**config.mk**
```make
export PLATFORM = sky130hd
export DESIGN_NAME = cpu_run_ctrl
export DESIGN_NICKNAME = d
export VERILOG_FILES = /design/src/rtl/cpu_ctrl_pkg.sv /design/src/rtl/btn_debounce.sv /design/src/rtl/cpu_run_ctrl.sv
export SDC_FILE = /design/constraint.sdc
export NUM_CORES = 1
export LEC_CHECK = 0
export CAP_MARGIN = 20
export CORE_MARGIN = 8
export CORE_UTILIZATION = 34
export DETAILED_ROUTE_END_ITERATION = 7
export GPL_TIMING_DRIVEN = 0
export PLACE_DENSITY = 0.69
export SYNTH_ARGS = -nofsm -noshare
export SYNTH_HDL_FRONTEND = slang
export SYNTH_HIERARCHICAL = 1
export SYNTH_SLANG_ARGS = --single-unit
```
**constraint.sdc**
```tcl
create_clock -name clk -period 2 [get_ports clk]
set_input_delay 0.6 -clock clk [delete_from_list [all_inputs] [get_ports clk]]
set_output_delay 0.6 -clock clk [all_outputs]
set_load 0.1 [all_outputs]
```
**src/rtl/cpu_ctrl_pkg.sv**
```systemverilog
`default_nettype none
// ============================================================================
// Module      : cpu_ctrl_pkg
// Description : Shared types for the RV32I board run-control sequencer.
// Revision    : 1.0 - initial release
// ============================================================================
package cpu_ctrl_pkg;

    // Encoding is visible on the LEDs, so values are pinned explicitly.
    typedef enum logic [1:0] {
        RST_HOLD = 2'd0,
        HALT     = 2'd1,
        STEP     = 2'd2,
        RUN      = 2'd3
    } run_state_t;

    // States in which the core clock enable is asserted.
    function automatic logic core_enabled(input run_state_t s);
        return (s == STEP) || (s == RUN);
    endfunction

endpackage
`default_nettype wire

```
**src/rtl/btn_debounce.sv**
```systemverilog
`default_nettype none
// ============================================================================
// Module      : btn_debounce
// Description : Synchronises a raw active-low pushbutton, accepts a new level
//               only after DEBOUNCE_CYCLES consecutive disagreeing samples,
//               and emits a one-cycle pulse on each accepted press.
// Revision    : 1.0 - initial release
// ============================================================================
module btn_debounce #(
    parameter int DEBOUNCE_CYCLES = 500000
) (
    input  logic clk,
    input  logic rst_n,
    input  logic btn_n,
    output logic press
);

    localparam int CNT_WIDTH = $clog2(DEBOUNCE_CYCLES + 1);

    logic                 sync1_q;
    logic                 sync2_q;
    logic                 level_q;
    logic                 level_d;
    logic                 level_dly_q;
    logic                 press_q;
    logic [CNT_WIDTH-1:0] cnt_q;
    logic [CNT_WIDTH-1:0] cnt_d;

    // Stability counter: any agreement restarts it; the final disagreeing
    // sample flips the accepted level and rearms the counter.
    always_comb begin
        cnt_d   = '0;
        level_d = level_q;
        if (sync2_q != level_q) begin
            if (cnt_q == CNT_WIDTH'(DEBOUNCE_CYCLES - 1)) begin
                level_d = sync2_q;
            end else begin
                cnt_d = cnt_q + CNT_WIDTH'(1);
            end
        end
    end

    // Synchroniser, accepted level and registered press-edge detector.
    // Everything resets to the "released" (high) level.
    always_ff @(posedge clk or negedge rst_n) begin
        if (!rst_n) begin
            sync1_q     <= 1'b1;
            sync2_q     <= 1'b1;
            level_q     <= 1'b1;
            level_dly_q <= 1'b1;
            cnt_q       <= '0;
            press_q     <= 1'b0;
        end else begin
            sync1_q     <= btn_n;
            sync2_q     <= sync1_q;
            level_q     <= level_d;
            level_dly_q <= level_q;
            cnt_q       <= cnt_d;
            press_q     <= level_dly_q & ~level_q;
        end
    end

    assign press = press_q;

endmodule
`default_nettype wire

```
**src/rtl/cpu_run_ctrl.sv**
```systemverilog
`default_nettype none
// ============================================================================
// Module      : cpu_run_ctrl
// Description : RESET / HALT / STEP / RUN sequencer for the single-cycle
//               RV32I core, driven from debounced board pushbuttons, with a
//               data-address store breakpoint and a retired-instruction count.
// Revision    : 1.0 - initial release
// ============================================================================
module cpu_run_ctrl #(
    parameter int DEBOUNCE_CYCLES = 500000,
    parameter int RESET_HOLD      = 16,
    parameter int CNT_W           = 32
) (
    input  logic             clk,
    input  logic             rst_n,
    input  logic             btn_run_n,
    input  logic             btn_step_n,
    input  logic             bp_en,
    input  logic [31:0]      bp_addr,
    input  logic             mem_we,
    input  logic [31:0]      data_adr,
    output logic             cpu_reset,
    output logic             cpu_en,
    output logic             halted,
    output logic             bp_hit,
    output logic [1:0]       state,
    output logic [CNT_W-1:0] instr_count
);

    import cpu_ctrl_pkg::*;

    localparam int HOLD_W = (RESET_HOLD > 1) ? $clog2(RESET_HOLD) : 1;

    run_state_t        state_q;
    run_state_t        state_d;
    logic [HOLD_W-1:0] hold_q;
    logic [HOLD_W-1:0] hold_d;
    logic              bp_hit_q;
    logic              bp_hit_d;
    logic              cpu_reset_q;
    logic              cpu_en_q;
    logic              halted_q;
    logic [CNT_W-1:0]  count_q;
    logic              run_press;
    logic              step_press;
    logic              bp_match;

    btn_debounce #(.DEBOUNCE_CYCLES(DEBOUNCE_CYCLES)) u_deb_run (
        .clk   (clk),
        .rst_n (rst_n),
        .btn_n (btn_run_n),
        .press (run_press)
    );

    btn_debounce #(.DEBOUNCE_CYCLES(DEBOUNCE_CYCLES)) u_deb_step (
        .clk   (clk),
        .rst_n (rst_n),
        .btn_n (btn_step_n),
        .press (step_press)
    );

    // Qualified by the registered enable so only stores that actually commit
    // can trip the breakpoint.
    assign bp_match = bp_en & mem_we & cpu_en_q & (data_adr == bp_addr);

    // Next-state logic; the breakpoint takes priority over a run pulse in RUN.
    always_comb begin
        state_d  = state_q;
        hold_d   = hold_q;
        bp_hit_d = bp_hit_q;
        case (state_q)
            RST_HOLD: begin
                if (hold_q == HOLD_W'(RESET_HOLD - 1)) begin
                    state_d = HALT;
                    hold_d  = '0;
                end else begin
                    hold_d = hold_q + HOLD_W'(1);
                end
            end
            HALT: begin
                if (run_press) begin
                    state_d  = RUN;
                    bp_hit_d = 1'b0;
                end else if (step_press) begin
                    state_d  = STEP;
                    bp_hit_d = 1'b0;
                end
            end
            STEP: begin
                state_d = HALT;
                if (bp_match) begin
                    bp_hit_d = 1'b1;
                end
            end
            RUN: begin
                if (bp_match) begin
                    state_d  = HALT;
                    bp_hit_d = 1'b1;
                end else if (run_press) begin
                    state_d = HALT;
                end
            end
            default: state_d = RST_HOLD;
        endcase
    end

    // State register; outputs are registered from the next state so they
    // change in the same cycle as the state itself.
    always_ff @(posedge clk or negedge rst_n) begin
        if (!rst_n) begin
            state_q     <= RST_HOLD;
            hold_q      <= '0;
            bp_hit_q    <= 1'b0;
            cpu_reset_q <= 1'b1;
            cpu_en_q    <= 1'b0;
            halted_q    <= 1'b0;
        end else begin
            state_q     <= state_d;
            hold_q      <= hold_d;
            bp_hit_q    <= bp_hit_d;
            cpu_reset_q <= (state_d == RST_HOLD);
            cpu_en_q    <= core_enabled(state_d);
            halted_q    <= (state_d == HALT);
        end
    end

    // Retired-instruction counter; wraps naturally, cleared only by rst_n.
    always_ff @(posedge clk or negedge rst_n) begin
        if (!rst_n) begin
            count_q <= '0;
        end else if (cpu_en_q) begin
            count_q <= count_q + CNT_W'(1);
        end
    end

    assign cpu_reset   = cpu_reset_q;
    assign cpu_en      = cpu_en_q;
    assign halted      = halted_q;
    assign bp_hit      = bp_hit_q;
    assign state       = state_q;
    assign instr_count = count_q;

endmodule
`default_nettype wire

```
After elaboration in Yosys (flattened, before gate mapping) --
Index checks and enable logic that the tools add are counted.
Cells by class: $add $sub $neg 4, equality and inequality tests 14, muxes and demuxes 15, bitwise gates (word level) 7, reduce and logical (&&, ||, !) cells 8
Operator list (number):
- 19-bit two-way mux | 4
- 19-bit by 1-bit adder with 19-bit output, second input constant | 2
- 19-bit equality test, second input constant | 2
- 32-bit by 1-bit adder with 32-bit output, second input constant | 1
- 32-bit equality test | 1
- 2-bit two-way mux | 5
- 2-bit equality test, second input constant | 4
- 2-bit one-hot mux with 4 select lines | 1
- 1-bit bitwise AND | 5
- 4-bit by 1-bit adder with 4-bit output, second input constant | 1
- 2-bit by 1-bit equality test with 1-bit output, second input constant | 2
- 4-bit equality test, second input constant | 1
- 2-bit zero test | 2
- 4-bit two-way mux | 1
- 2-bit AND reduction | 2
- 1-bit two-way mux | 3
- 3-bit by 1-bit != test with 1-bit output, second input constant | 1
- 3-bit AND reduction | 1
- 1-bit != test | 2
- 2-bit by 1-bit != test with 1-bit output, second input constant | 1
- 1-bit NOT | 2
- 1-bit one-hot mux with 2 select lines | 1
- 2-bit nonzero test | 1
- 2-bit OR reduction | 1
- 1-bit logical OR | 1
Word-level totals: flip-flop bits (word level) 90, output and inout bits 38, word-level logic and storage cells 67

Logic depth before layout (Yosys ltp) --
word-level depth 7, depth in mapped cells 7

Modules after synthesis --
The synthesis kept the hierarchy.
Modules (own cells, without submodules):
- cpu_run_ctrl | instances 1, cells an instance 214, area an instance 2229.6 um^2, seq. area each 1052.3 um^2
- btn_debounce at u_deb_run | instances 1, cells an instance 108, area an instance 1141.1 um^2, seq. area each 605.6 um^2
- btn_debounce at u_deb_step | instances 1, cells an instance 108, area an instance 1134.8 um^2, seq. area each 605.6 um^2

Least setup slack after synthesis --
OpenSTA, ideal clock, no wires.
path type register -> register, start point register cpu_en_q (netlist: cpu_en), end point register count_q[14] (netlist: instr_count[14]), library setup time 0.159 ns, arrival 2.240 ns, setup slack -0.399 ns, stages on the path, launching flop included 8, period minus slack after synthesis 2.399 ns, path through dfrtp_1 > buf_2 > nand4_1 > or2_1 > clkbuf_1 > nor2_1 > nand4_1 > xnor2_1
RTL lines:
- start, declared | RTL line cpu_run_ctrl.sv:41 | logic cpu_en_q;
- start signal, assigned | RTL line cpu_run_ctrl.sv:122 | cpu_en_q <= core_enabled(state_d);
- end signal, assigned | RTL line cpu_run_ctrl.sv:132 | count_q <= count_q + CNT_W'(1);
- end, declared | RTL line cpu_run_ctrl.sv:43 | logic [CNT_W-1:0] count_q;

Worst setup path after layout --
start point register count_q[11] (netlist: instr_count[11]), end point output instr_count[11]
RTL lines:
- end, declared | RTL line cpu_run_ctrl.sv:27 | output logic [CNT_W-1:0] instr_count
No word-level cell between the ends.

==> impl_summary.log <==
INFO  metric groute.layer.met3.usage = 0.0301
INFO  metric worst_ep_required_time = 1400 ps
INFO  metric ys_seq_elements = 90
INFO  metric finish.utilization = 0.475
INFO  metric critPathBufInv = 1
INFO  metric syn-instance-count = 430
INFO  metric layout.cells.most_common_list = clkdlybuf4s50_1 (68), dfrtp_1 (61), nor2_1 (54), xnor2_1 (51), xor2_1 (42)
INFO  metric critPathMaxFanout = 6
INFO  metric clock_sink_count = 90
INFO  metric power.leakage = 2.47 nW
INFO  metric ctsLongestPathBuffers = 2
INFO  metric drt-pass1-iter-count = 4
INFO  metric crit_path_end_kind = output port
INFO  metric final_layout_size_suffix_gt1_frac = 0.201
INFO  metric synth_warnings = 6
INFO  metric outcome = finished, final reports clean
INFO  metric post-route-period-util = 0.977
INFO  metric hp-class = input pin to async pin
INFO  metric ioPinCount = 108
INFO  metric skew = 8.19 ps
INFO  metric hold_ws = 216 ps
INFO  metric critical_path_top_delay_cell = clkdlybuf4s15_2
INFO  metric worstSetupStartpoint = instr_count[11]
INFO  metric first_global_vias = 3,682
INFO  metric grt_max_degree = 57
INFO  metric layout.area.seq = 0.00230 sq mm
INFO  metric fmaxAchievable = 0.512 GHz
INFO  metric cts.htree.levels = 3
INFO  metric period_minus_slack = 1950 ps
INFO  metric max_slew.worst_pin.slew = 574 ps
INFO  metric synth.cell_area = 0.00451 sq mm
INFO  metric switchingPower = 804 uW
INFO  metric share_clk_of_total_power = 0.435
INFO  metric timing.critical_path.cells = clkdlybuf4s15_2
INFO  metric synthDistinctLibCells = 44
INFO  metric seq_area_frac_synth = 0.502
INFO  metric worst_ep_arrival_time = 1350 ps
INFO  metric syn_to_final_growth = 37.9%
INFO  metric globalRoute.busiestLayer = met2
INFO  metric fp.dieH = 131 um
INFO  metric detailedRoute.firstIterationViolations = 153
INFO  metric critical_path_type = register to output port
INFO  metric routabilityCongestion = 0.829
INFO  metric drt-wirelength-per-cell = 14.0 um
INFO  metric hold_viol_final = 0
INFO  metric power.share.switching = 0.212
INFO  metric drc_violation_count_after_routing = 0
INFO  metric antenna_violating_nets_post_route = 0
INFO  metric initial_utilization = 0.344
INFO  metric clk_latency_worst_skew_pair = 340 ps
INFO  metric synthFlopType = dfrtp_1
INFO  metric hpwl = 7750 um
INFO  metric int_pwr = 2.99 mW
INFO  metric finalMaxSlewViolations = 0
INFO  metric cpLargestDelayFamily = buffers and inverters
INFO  metric dieArea = 0.0172 sq mm
INFO  metric cts_tree = built
INFO  metric synth.avg_cell_area = 10.5 sq um
INFO  metric post_drt_via_cell_ratio = 4.82
INFO  metric grt_usage = 0.122
INFO  metric port_buffers = 107
INFO  metric synth-async-reset-ratio = 1.00
INFO  metric slowest_stage_delay_cp = 570 ps
INFO  metric clkTransAtPathRegs = 60 ps
INFO  metric critPathLaunchType = register
INFO  metric timing.setup.tns = 0 ps
INFO  metric met2_usage_in_global_routing = 0.211
INFO  metric antenna_cells = 0
INFO  metric crit-reg2reg-launch = u_deb_run/cnt_q[9]
INFO  metric grt_antenna_before_repair = 0
INFO  metric final_nets = 625
INFO  metric cts_buffers = 9
INFO  metric totalWireLength = 10,300 um
INFO  metric combPwrFrac = 0.078
INFO  metric synth_edf_count = 0
INFO  metric drv_cap = 0
INFO  metric setup_viol_count_final = 0
INFO  metric routed-via-count = 3,528
INFO  metric global_route.usage.met1 = 0.145
INFO  metric synthesis.nets = 504
INFO  metric ir_drop = 435 uV
INFO  metric fp.coreArea = 0.0131 sq mm
INFO  metric grt_setup_unrepaired = false
INFO  metric multiInputGateArea = 0.00217 sq mm
INFO  metric floorplan.die.width = 131 um
INFO  metric final_common_cell = clkdlybuf4s50_1
INFO  metric first_pass_grt_wire_length = 17,700 um
INFO  metric row_count = 42
INFO  metric layout.filler_cells = 1,162
INFO  metric register_share_of_total_power = 0.488
INFO  metric cts-root-buf = clkbuf_16
INFO  metric timing.slew.headroom = 0.615
INFO  metric hold_buffers = 0
INFO  metric grt.overflow.total = 0
INFO  metric p_per_area = 611 mW/mm^2
[Yosys cell counts (2+ instances only)]
library cell	n	area (sq um)
and3_1	3	18.8
a21oi_1	9	45.0
o21ai_0	5	25.0
nor2b_1	3	18.8
and4_1	2	17.5
clkbuf_1	2	7.51
nor2_1	54	203
o21ai_1	3	15.0
nand4_2	2	25.0
buf_2	4	20.0
or4_4	2	22.5
xnor2_1	51	447
dfstp_2	9	236
nand2_1	30	113
or3_1	7	43.8
inv_1	16	60.1
ha_1	4	50.1
o41ai_4	2	55.1
nand4_1	22	138
nor3_1	9	45.0
nand3_1	24	120
and2_1	4	25.0
mux2_2	3	33.8
nor4_1	16	100
xor2_1	42	368
nand4_4	2	42.5
dfrtp_1	81	2030
nor3_2	3	30.0
[power groups by stage]
| stage | clock [mW] | combinational, mW | sequential, mW |
|---|---|---|---|
| 2_1_floorplan | 0 | 0.0875 | 1.88 |
| 3_3_place_gp | 0 | 0.279 | 1.88 |
| 3_5_place_dp | 0 | 0.290 | 1.88 |
| 4_1_cts | 1.68 | 0.297 | 1.85 |
| 5_1_grt | 1.75 | 0.326 | 1.85 |
| 6_report | 1.65 | 0.295 | 1.85 |
[path summary, 6_finish.rpt]
check	slack [ps]	endpoint	cells after the start
setup / recovery	50	instr_count[11]	1
hold / removal	220	instr_count[11]	1
setup reg to reg	120	u_deb_run/cnt_q[10]	5
hold reg to reg	360	u_deb_step/sync2_q	0
max in group asynchronous	1110	u_deb_step/level_dly_q	2
min in group clk	360	u_deb_step/sync2_q	0
[kinds of logic (layout without fill, tap and decap cells)]
family                     count (synthesis)  after routing  synth area share
and+or+nand+nor                          188            188             0.228
xor gates and xnor gates                  93             93             0.181
DFF                                       90             90             0.502
AOI/OAI and AO/OA                         26             26            0.0439
buffers and inverters                     24            150            0.0219
muxes                                      5              5            0.0122
adders and majority gates                  4              4            0.0111
[stage by stage]
step	total power, mW	cells	cell area [sq um]	setup slack, ps
3_5_place_dp	2.17	714	5860	-348
4_1_cts	3.83	732	6190	2.37
3_3_place_gp	2.16	713	5830	-3480
6_report	3.80	732	6210	45.2
5_1_grt	3.93	732	6210	2.29
2_1_floorplan	1.97	430	4540	11.1
[flip-flops by register name (all words and copies together), names as in the netlist]
signal                  flops
u_deb_step/sync1_q          1
u_deb_run/press             1
u_deb_step/sync2_q          1
u_deb_step/level_q          1
instr_count                32
u_deb_run/cnt_q            19
u_deb_run/level_q           1
bp_hit                      1
u_deb_step/press            1
u_deb_run/sync2_q           1
cpu_en                      1
state                       2
hold_q                      4
u_deb_run/sync1_q           1
cpu_reset                   1
u_deb_run/level_dly_q       1
u_deb_step/cnt_q           19
halted                      1
u_deb_step/level_dly_q      1
[worst register-to-register path: cells and delay by family (launching register included)]
kind / cells / cell delay (ps)
and+or+nand+nor: 3 / 610
AOI/OAI and AO/OA: 1 / 500
DFF: 1 / 440
buffers and inverters: 1 / 220
[cell type report]
type | count | share of cell area
sequential | 90 | 0.370
multi-input combinational | 316 | 0.350
timing repair buffer | 110 | 0.182
clock buffer | 12 | 0.0381
tap | 176 | 0.0355
inverter | 17 | 0.0103
clock inverter | 4 | 0.00826
buffer | 7 | 0.00624
[per-layer routing]
metal | up-vias | share of wire
met4 | 0 | 0.011
li1 | 1724 | -
met1 | 1717 | 0.44
met5 | - | 0
met2 | 77 | 0.51
met3 | 10 | 0.046
[what timing repair did]
| item | CTS | global route |
|---|---|---|
| cloned | 0 | 0 |
| pin swaps | 2 | 1 |
| endpoints found under the setup margin | 60 | 9 |
| resized for setup | 121 | 10 |
| setup buffers | 2 | 0 |
Note: power is estimated with default switching activity, not from simulation.
